## src/rtl/mem_arbiter_if.sv

```systemverilog
// rtl/mem_arbiter_if.sv - Requester-side and physical-memory-side signal bundle for mem_arbiter
interface mem_arbiter_if #(
    parameter int ADDR_W = 32,
    parameter int DATA_W = 32
);
    logic                  i_read;
    logic [ADDR_W-1:0]     i_address;
    logic [DATA_W-1:0]     i_rdata;
    logic                  i_resp;

    logic                  d_read;
    logic                  d_write;
    logic [DATA_W/8-1:0]   d_byte_enable;
    logic [ADDR_W-1:0]     d_address;
    logic [DATA_W-1:0]     d_wdata;
    logic [DATA_W-1:0]     d_rdata;
    logic                  d_resp;

    logic                  pmem_read;
    logic                  pmem_write;
    logic [DATA_W/8-1:0]   pmem_byte_enable;
    logic [ADDR_W-1:0]     pmem_address;
    logic [DATA_W-1:0]     pmem_wdata;
    logic [DATA_W-1:0]     pmem_rdata;
    logic                  pmem_resp;

    logic                  busy;

    modport slave (
        input  i_read, i_address,
        input  d_read, d_write, d_byte_enable, d_address, d_wdata,
        input  pmem_rdata, pmem_resp,
        output i_rdata, i_resp, d_rdata, d_resp,
        output pmem_read, pmem_write, pmem_byte_enable, pmem_address, pmem_wdata,
        output busy
    );

    modport master (
        output i_read, i_address,
        output d_read, d_write, d_byte_enable, d_address, d_wdata,
        output pmem_rdata, pmem_resp,
        input  i_rdata, i_resp, d_rdata, d_resp,
        input  pmem_read, pmem_write, pmem_byte_enable, pmem_address, pmem_wdata,
        input  busy
    );
endinterface

```

## src/rtl/mem_arbiter.sv

```systemverilog
// rtl/mem_arbiter.sv - Round-robin arbiter serialising fetch and load/store requests onto one memory port
module mem_arbiter (
    input  logic          clk,
    input  logic          rst,
    mem_arbiter_if.slave  bus
);
    typedef enum logic [1:0] {
        IDLE     = 2'd0,
        SERVE_I  = 2'd1,
        SERVE_DR = 2'd2,
        SERVE_DW = 2'd3
    } state_t;

    typedef enum logic {
        GRANT_I = 1'b0,
        GRANT_D = 1'b1
    } grant_t;

    state_t state_q, state_d;
    grant_t last_grant_q, last_grant_d;
    logic   i_req;
    logic   d_req;
    logic   pick_d;

    always_ff @(posedge clk or posedge rst) begin
        if (rst) begin
            state_q      <= IDLE;
            last_grant_q <= GRANT_D;
        end else begin
            state_q      <= state_d;
            last_grant_q <= last_grant_d;
        end
    end

    // Data wins when it is the only requester or when instruction had the previous grant.
    always_comb begin
        i_req        = bus.i_read;
        d_req        = bus.d_read | bus.d_write;
        pick_d       = d_req & (~i_req | (last_grant_q == GRANT_I));
        state_d      = state_q;
        last_grant_d = last_grant_q;
        case (state_q)
            IDLE: begin
                if (pick_d) begin
                    state_d      = bus.d_write ? SERVE_DW : SERVE_DR;
                    last_grant_d = GRANT_D;
                end else if (i_req) begin
                    state_d      = SERVE_I;
                    last_grant_d = GRANT_I;
                end
            end
            default: begin
                if (bus.pmem_resp) begin
                    state_d = IDLE;
                end
            end
        endcase
    end

    // Memory command depends only on the state and the held requester inputs, never on pmem_resp.
    always_comb begin
        bus.pmem_read        = 1'b0;
        bus.pmem_write       = 1'b0;
        bus.pmem_byte_enable = '0;
        bus.pmem_address     = '0;
        bus.pmem_wdata       = '0;
        case (state_q)
            SERVE_I: begin
                bus.pmem_read        = 1'b1;
                bus.pmem_address     = bus.i_address;
                bus.pmem_byte_enable = '1;
            end
            SERVE_DR: begin
                bus.pmem_read        = 1'b1;
                bus.pmem_address     = bus.d_address;
                bus.pmem_byte_enable = '1;
            end
            SERVE_DW: begin
                bus.pmem_write       = 1'b1;
                bus.pmem_address     = bus.d_address;
                bus.pmem_wdata       = bus.d_wdata;
                bus.pmem_byte_enable = bus.d_byte_enable;
            end
            default: ;
        endcase
    end

    assign bus.i_resp  = (state_q == SERVE_I) & bus.pmem_resp;
    assign bus.d_resp  = ((state_q == SERVE_DR) | (state_q == SERVE_DW)) & bus.pmem_resp;
    assign bus.busy    = (state_q != IDLE);
    assign bus.i_rdata = bus.pmem_rdata;
    assign bus.d_rdata = bus.pmem_rdata;
endmodule

```

## src/flat_wrapper.sv

```systemverilog
// flat-port wrapper written by rule: the top's interface ports become plain ports
module mem_arbiter_flat 
  (clk, rst, bus_i_read, bus_i_address, bus_d_read, bus_d_write, bus_d_byte_enable, bus_d_address, bus_d_wdata, bus_pmem_rdata, bus_pmem_resp, bus_i_rdata, bus_i_resp, bus_d_rdata, bus_d_resp, bus_pmem_read, bus_pmem_write, bus_pmem_byte_enable, bus_pmem_address, bus_pmem_wdata, bus_busy);
  mem_arbiter_if #(.ADDR_W(32), .DATA_W(32)) bus_i ();
  input  logic clk;
  input  logic rst;
  input wire logic [$bits(bus_i.i_read)-1:0] bus_i_read;
  input wire logic [$bits(bus_i.i_address)-1:0] bus_i_address;
  input wire logic [$bits(bus_i.d_read)-1:0] bus_d_read;
  input wire logic [$bits(bus_i.d_write)-1:0] bus_d_write;
  input wire logic [$bits(bus_i.d_byte_enable)-1:0] bus_d_byte_enable;
  input wire logic [$bits(bus_i.d_address)-1:0] bus_d_address;
  input wire logic [$bits(bus_i.d_wdata)-1:0] bus_d_wdata;
  input wire logic [$bits(bus_i.pmem_rdata)-1:0] bus_pmem_rdata;
  input wire logic [$bits(bus_i.pmem_resp)-1:0] bus_pmem_resp;
  output wire logic [$bits(bus_i.i_rdata)-1:0] bus_i_rdata;
  output wire logic [$bits(bus_i.i_resp)-1:0] bus_i_resp;
  output wire logic [$bits(bus_i.d_rdata)-1:0] bus_d_rdata;
  output wire logic [$bits(bus_i.d_resp)-1:0] bus_d_resp;
  output wire logic [$bits(bus_i.pmem_read)-1:0] bus_pmem_read;
  output wire logic [$bits(bus_i.pmem_write)-1:0] bus_pmem_write;
  output wire logic [$bits(bus_i.pmem_byte_enable)-1:0] bus_pmem_byte_enable;
  output wire logic [$bits(bus_i.pmem_address)-1:0] bus_pmem_address;
  output wire logic [$bits(bus_i.pmem_wdata)-1:0] bus_pmem_wdata;
  output wire logic [$bits(bus_i.busy)-1:0] bus_busy;
  assign bus_i.i_read = bus_i_read;
  assign bus_i.i_address = bus_i_address;
  assign bus_i.d_read = bus_d_read;
  assign bus_i.d_write = bus_d_write;
  assign bus_i.d_byte_enable = bus_d_byte_enable;
  assign bus_i.d_address = bus_d_address;
  assign bus_i.d_wdata = bus_d_wdata;
  assign bus_i.pmem_rdata = bus_pmem_rdata;
  assign bus_i.pmem_resp = bus_pmem_resp;
  assign bus_i_rdata = bus_i.i_rdata;
  assign bus_i_resp = bus_i.i_resp;
  assign bus_d_rdata = bus_i.d_rdata;
  assign bus_d_resp = bus_i.d_resp;
  assign bus_pmem_read = bus_i.pmem_read;
  assign bus_pmem_write = bus_i.pmem_write;
  assign bus_pmem_byte_enable = bus_i.pmem_byte_enable;
  assign bus_pmem_address = bus_i.pmem_address;
  assign bus_pmem_wdata = bus_i.pmem_wdata;
  assign bus_busy = bus_i.busy;
  mem_arbiter u_core (.clk(clk), .rst(rst), .bus(bus_i));
endmodule
```

## config.mk

```make
export PLATFORM = sky130hd
export DESIGN_NAME = mem_arbiter_flat
export DESIGN_NICKNAME = d
export VERILOG_FILES = /design/src/rtl/mem_arbiter_if.sv /design/src/rtl/mem_arbiter.sv /design/src/flat_wrapper.sv
export SDC_FILE = /design/constraint.sdc
export NUM_CORES = 1
export LEC_CHECK = 0
export CAP_MARGIN = 0
export CORE_AREA = 3 3 105 107
export DETAILED_ROUTE_END_ITERATION = 8
export DIE_AREA = 0 0 108 110
export PLACE_DENSITY = 0.59
export SLEW_MARGIN = 40
export SYNTH_ARGS = -nofsm -noshare
export SYNTH_HDL_FRONTEND = slang
export SYNTH_SLANG_ARGS = --single-unit
```

## constraint.sdc

```tcl
create_clock -name clk -period 2.7 [get_ports clk]
set_clock_uncertainty 0.2 [all_clocks]
set_input_delay 0.405 -clock clk [delete_from_list [all_inputs] [get_ports clk]]
set_output_delay 0.405 -clock clk [all_outputs]
set_load 0.02 [all_outputs]
```

==> impl_metrics.py <==
metrics = {
    "synth": {
        "yosysWarnings": 0,
        "yosys_register_bits": 3,
        "synth.net_count": 353,
        "post_synthesis_instance_total": 211,
        "synth_area_per_inst_um2": 7.211,
        "portion_of_the_post_synthesis_area_used_by_sequential_elements_pct": 5.016,
        "mapped_area_mm2": 0.001521,
        "synth_cell_types": 22,
    },
    "setup_path": {
        "crit_path_max_fanout": 23,
        "critical_path.reg2reg.endpoint": "u_core.state_q[1]$_DFFE_PP0P_",
        "r2r_cells": 6,
        "path_depth": 6,
        "worst_setup_path_startpoint": "u_core.state_q[1]$_DFFE_PP0P_",
        "arrival_ns": 2.01,
        "endpoint_kind": "output pin",
        "timing.critical_path.from_type": "flip-flop",
        "worst_reg_to_reg_setup_slack_ns": 0.94,
        "worstPathCellList": "inv_1, ha_1, buf_12, a22oi_1, nor2_1, clkdlybuf4s50_1",
        "setup.worst_path.class": "reg -> out",
        "worst-endpoint-required_ns": 2.10,
        "timing.critical_path.slowest_cell_delay_ns": 0.62,
        "critPathCapture": "bus_pmem_address[17]",
        "worstPathBufferInverterCount": 3,
        "rr_startpoint": "u_core.state_q[0]$_DFFE_PP0P_",
        "critical-path-top-delay-family": "buffers and inverters",
        "critical_path.slowest_cell": "clkdlybuf4s50_1",
    },
    "clocking": {
        "cts_num_sinks": 3,
        "clock-root-buffer": "clkbuf_8",
        "clock_latency_ns": 0.22,
        "ctsLongestPathBuffers": 2,
        "post_cts_buffers": 0,
        "cts.clk_slew.worst_paths_ns": 0.03,
        "cts_inserted_buffers": 3,
        "tritoncts_clock_tree": "yes",
        "cts_max_level": 1,
        "ctsResizeCount": 0,
        "postCtsHoldBufs": 0,
    },
    "grt": {
        "grt_pass1_vias": 1655,
        "grt_usage_pct": 9.324,
        "largest_net_degree_at_the_start_of_global_routing": 38,
        "global_route_wire_length_before_repair_um": 8852,
        "grt-ovfl-total": 0,
        "initial_antenna_violation_count": 0,
    },
    "sta": {
        "final_max_slew_viol_count": 0,
        "setup-violations-final": 0,
        "setup_tns_final_ns": 0,
        "layout_min_cycle_time_ns": 2.613,
        "timing.final.hold_violations": 0,
        "achievable_clock_frequency_ghz": 0.3828,
        "layout_worst_path_cycle_share_pct": 96.76,
        "worstMarginPinSlew_ns": 0.2955,
        "worst_slew_margin_rel_pct": 80.30,
        "final.hold.worst_slack_ns": 0.1786,
        "rsz_0062_raised_after_global_routing": "true",
    },
    "drt": {
        "antenna_left": 0,
        "routed_wl_um": 6530,
        "via_count": 1701,
        "detailedRoute.firstIterationViolations": 57,
        "drt_pre_antenna_iters": 4,
        "via_per_inst": 3.730,
        "drt_drc_violations_left": 0,
        "wl_per_cell_um": 14.32,
    },
    "power_and_ir_drop": {
        "sw_share_pct": 50.36,
        "leakagePower_nw": 1.244,
        "clock_power_share_pct": 5.0,
        "internal-power_mw": 1.287,
        "cellPowerDensity_mw_per_mm2": 867.1,
        "fin_total_pwr_mw": 2.592,
        "power.net_switching_mw": 1.305,
        "p_comb_share_pct": 91.4,
        "ir_drop_mv": 0.5156,
        "sequentialPowerShare_pct": 3.7,
    },
    "flow_run": {
        "max_cap_violations": 0,
    },
    "floorplan": {
        "chipHeight_um": 110,
        "num_io_pins": 275,
        "floorplan.core_area_mm2": 0.01023,
        "floorplan.die.width_um": 108,
        "floorplan.die_area_mm2": 0.01188,
        "placementRows": 37,
        "initial_utilization_pct": 14.87,
    },
    "finish": {
        "most_frequent_cells_in_the_layout": "clkdlybuf4s50_1 (169), nor2_1 (36), and2_1 (33)",
        "final_layout_size_suffix_gt1_share_pct": 7.187,
        "layout-area-overhead-vs-synth_pct": 96.46,
        "final_net_count": 463,
        "final_common_cell": "clkdlybuf4s50_1",
        "combined_area_of_the_multi_input_logic_cells_um2": 793.3,
        "post-route-util_pct": 29.22,
        "final_area_mm2": 0.002989,
        "layout.filler_cells": 1076,
        "antenna_cells_inserted": 0,
        "sequential_cell_area_um2": 76.32,
    },
    "place": {
        "dp_hpwl_um": 5291,
        "gpl.final_weighted_congestion": 0.7295,
        "dpl-instance-area_mm2": 0.002918,
        "place.port_buffers": 178,
    },
    "outcome": {
        "status": "complete, no violations",
    },
    "hold_path": {
        "min_path_type": "in -> async",
    },
}
## power by group through the flow
| stage | combinational (mW) | sequential, mW | clock [mW] |
|---|---|---|---|
| floorplan | 1.52 | 0.0884 | 0 |
| global placement | 2.37 | 0.0905 | 0 |
| detailed placement | 2.39 | 0.0945 | 0 |
| CTS | 2.40 | 0.0939 | 0.133 |
| global route | 2.52 | 0.0986 | 0.136 |
| finish | 2.37 | 0.0947 | 0.130 |
## metrics by stage
stage,instances,setup slack [ns]
after global placement,452,0.3348
after floorplan,211,0.5882
after global routing,456,-0.009962
after detailed placement,452,0.2801
after CTS,456,0.04652
final,456,0.08739
## metal layers
layer,up-vias,routed length [um],GRT usage (%)
met2,92,3277,16.30
met3,13,554,2.446
met1,748,2602,11.41
met4,0,96,2.344
li1,848,-,-
met5,-,0,0
## logic make-up (layout without fill, tap and decap cells)
| kind of cell | after synthesis | after routing | synth area share, % |
|---|---|---|---|
| AOI/OAI and AO/OA | 46 | 46 | 24.34 |
| adders and majority gates | 4 | 4 | 3.290 |
| DFF | 3 | 3 | 5.017 |
| buffers and inverters | 85 | 194 | 42.85 |
| and+or+nand+nor | 73 | 73 | 24.51 |
## cell type report
class                   instances  share of cell area (%)
clock buffers                   4                   1.507
inverters                       5                  0.6279
multi-input cells             123                   26.54
flip-flops and latches          3                   2.553
well taps                     136                   5.693
repair buffers                185                   63.08
## state kept, by name (all words and copies together), names as in the netlist
signal,cells
u_core.last_grant_q,1
u_core.state_q,2
## synth_stat cells
cell type / number / area, um2
dfrtp_1: 2 / 50.05
buf_4: 66 / 495.5
dfstp_2: 1 / 26.28
nand2b_1: 1 / 6.260
clkbuf_1: 1 / 3.750
nand2_1: 1 / 3.750
inv_1: 5 / 18.77
a22oi_1: 20 / 150.1
nor4b_2: 1 / 15.01
a21oi_1: 8 / 40.04
o21ai_0: 3 / 15.01
buf_6: 11 / 123.9
clkbuf_2: 2 / 10.01
o21a_1: 1 / 7.510
and2_1: 33 / 206.5
a22oi_2: 11 / 137.6
a21o_1: 1 / 7.510
o21bai_1: 1 / 7.510
and3_1: 1 / 6.260
o21ai_1: 1 / 5.000
nor2_1: 36 / 135.1
ha_1: 4 / 50.05
## worst min path at each step
stage | startpoint | end | slack, ns | cells past startpoint
global route | rst | u_core.state_q[0]$_DFFE_PP0P_ | 0.18 | 2
global placement | u_core.last_grant_q$_DFFE_PP1P_ | u_core.last_grant_q$_DFFE_PP1P_ | 0.26 | 2
detailed placement | u_core.last_grant_q$_DFFE_PP1P_ | u_core.last_grant_q$_DFFE_PP1P_ | 0.27 | 2
finish | rst | u_core.state_q[0]$_DFFE_PP0P_ | 0.18 | 2
CTS | rst | u_core.state_q[0]$_DFFE_PP0P_ | 0.18 | 2
floorplan | rst | u_core.state_q[0]$_DFFE_PP0P_ | -0.04 | 1
No activity file was read; power rests on OpenSTA's default activity.
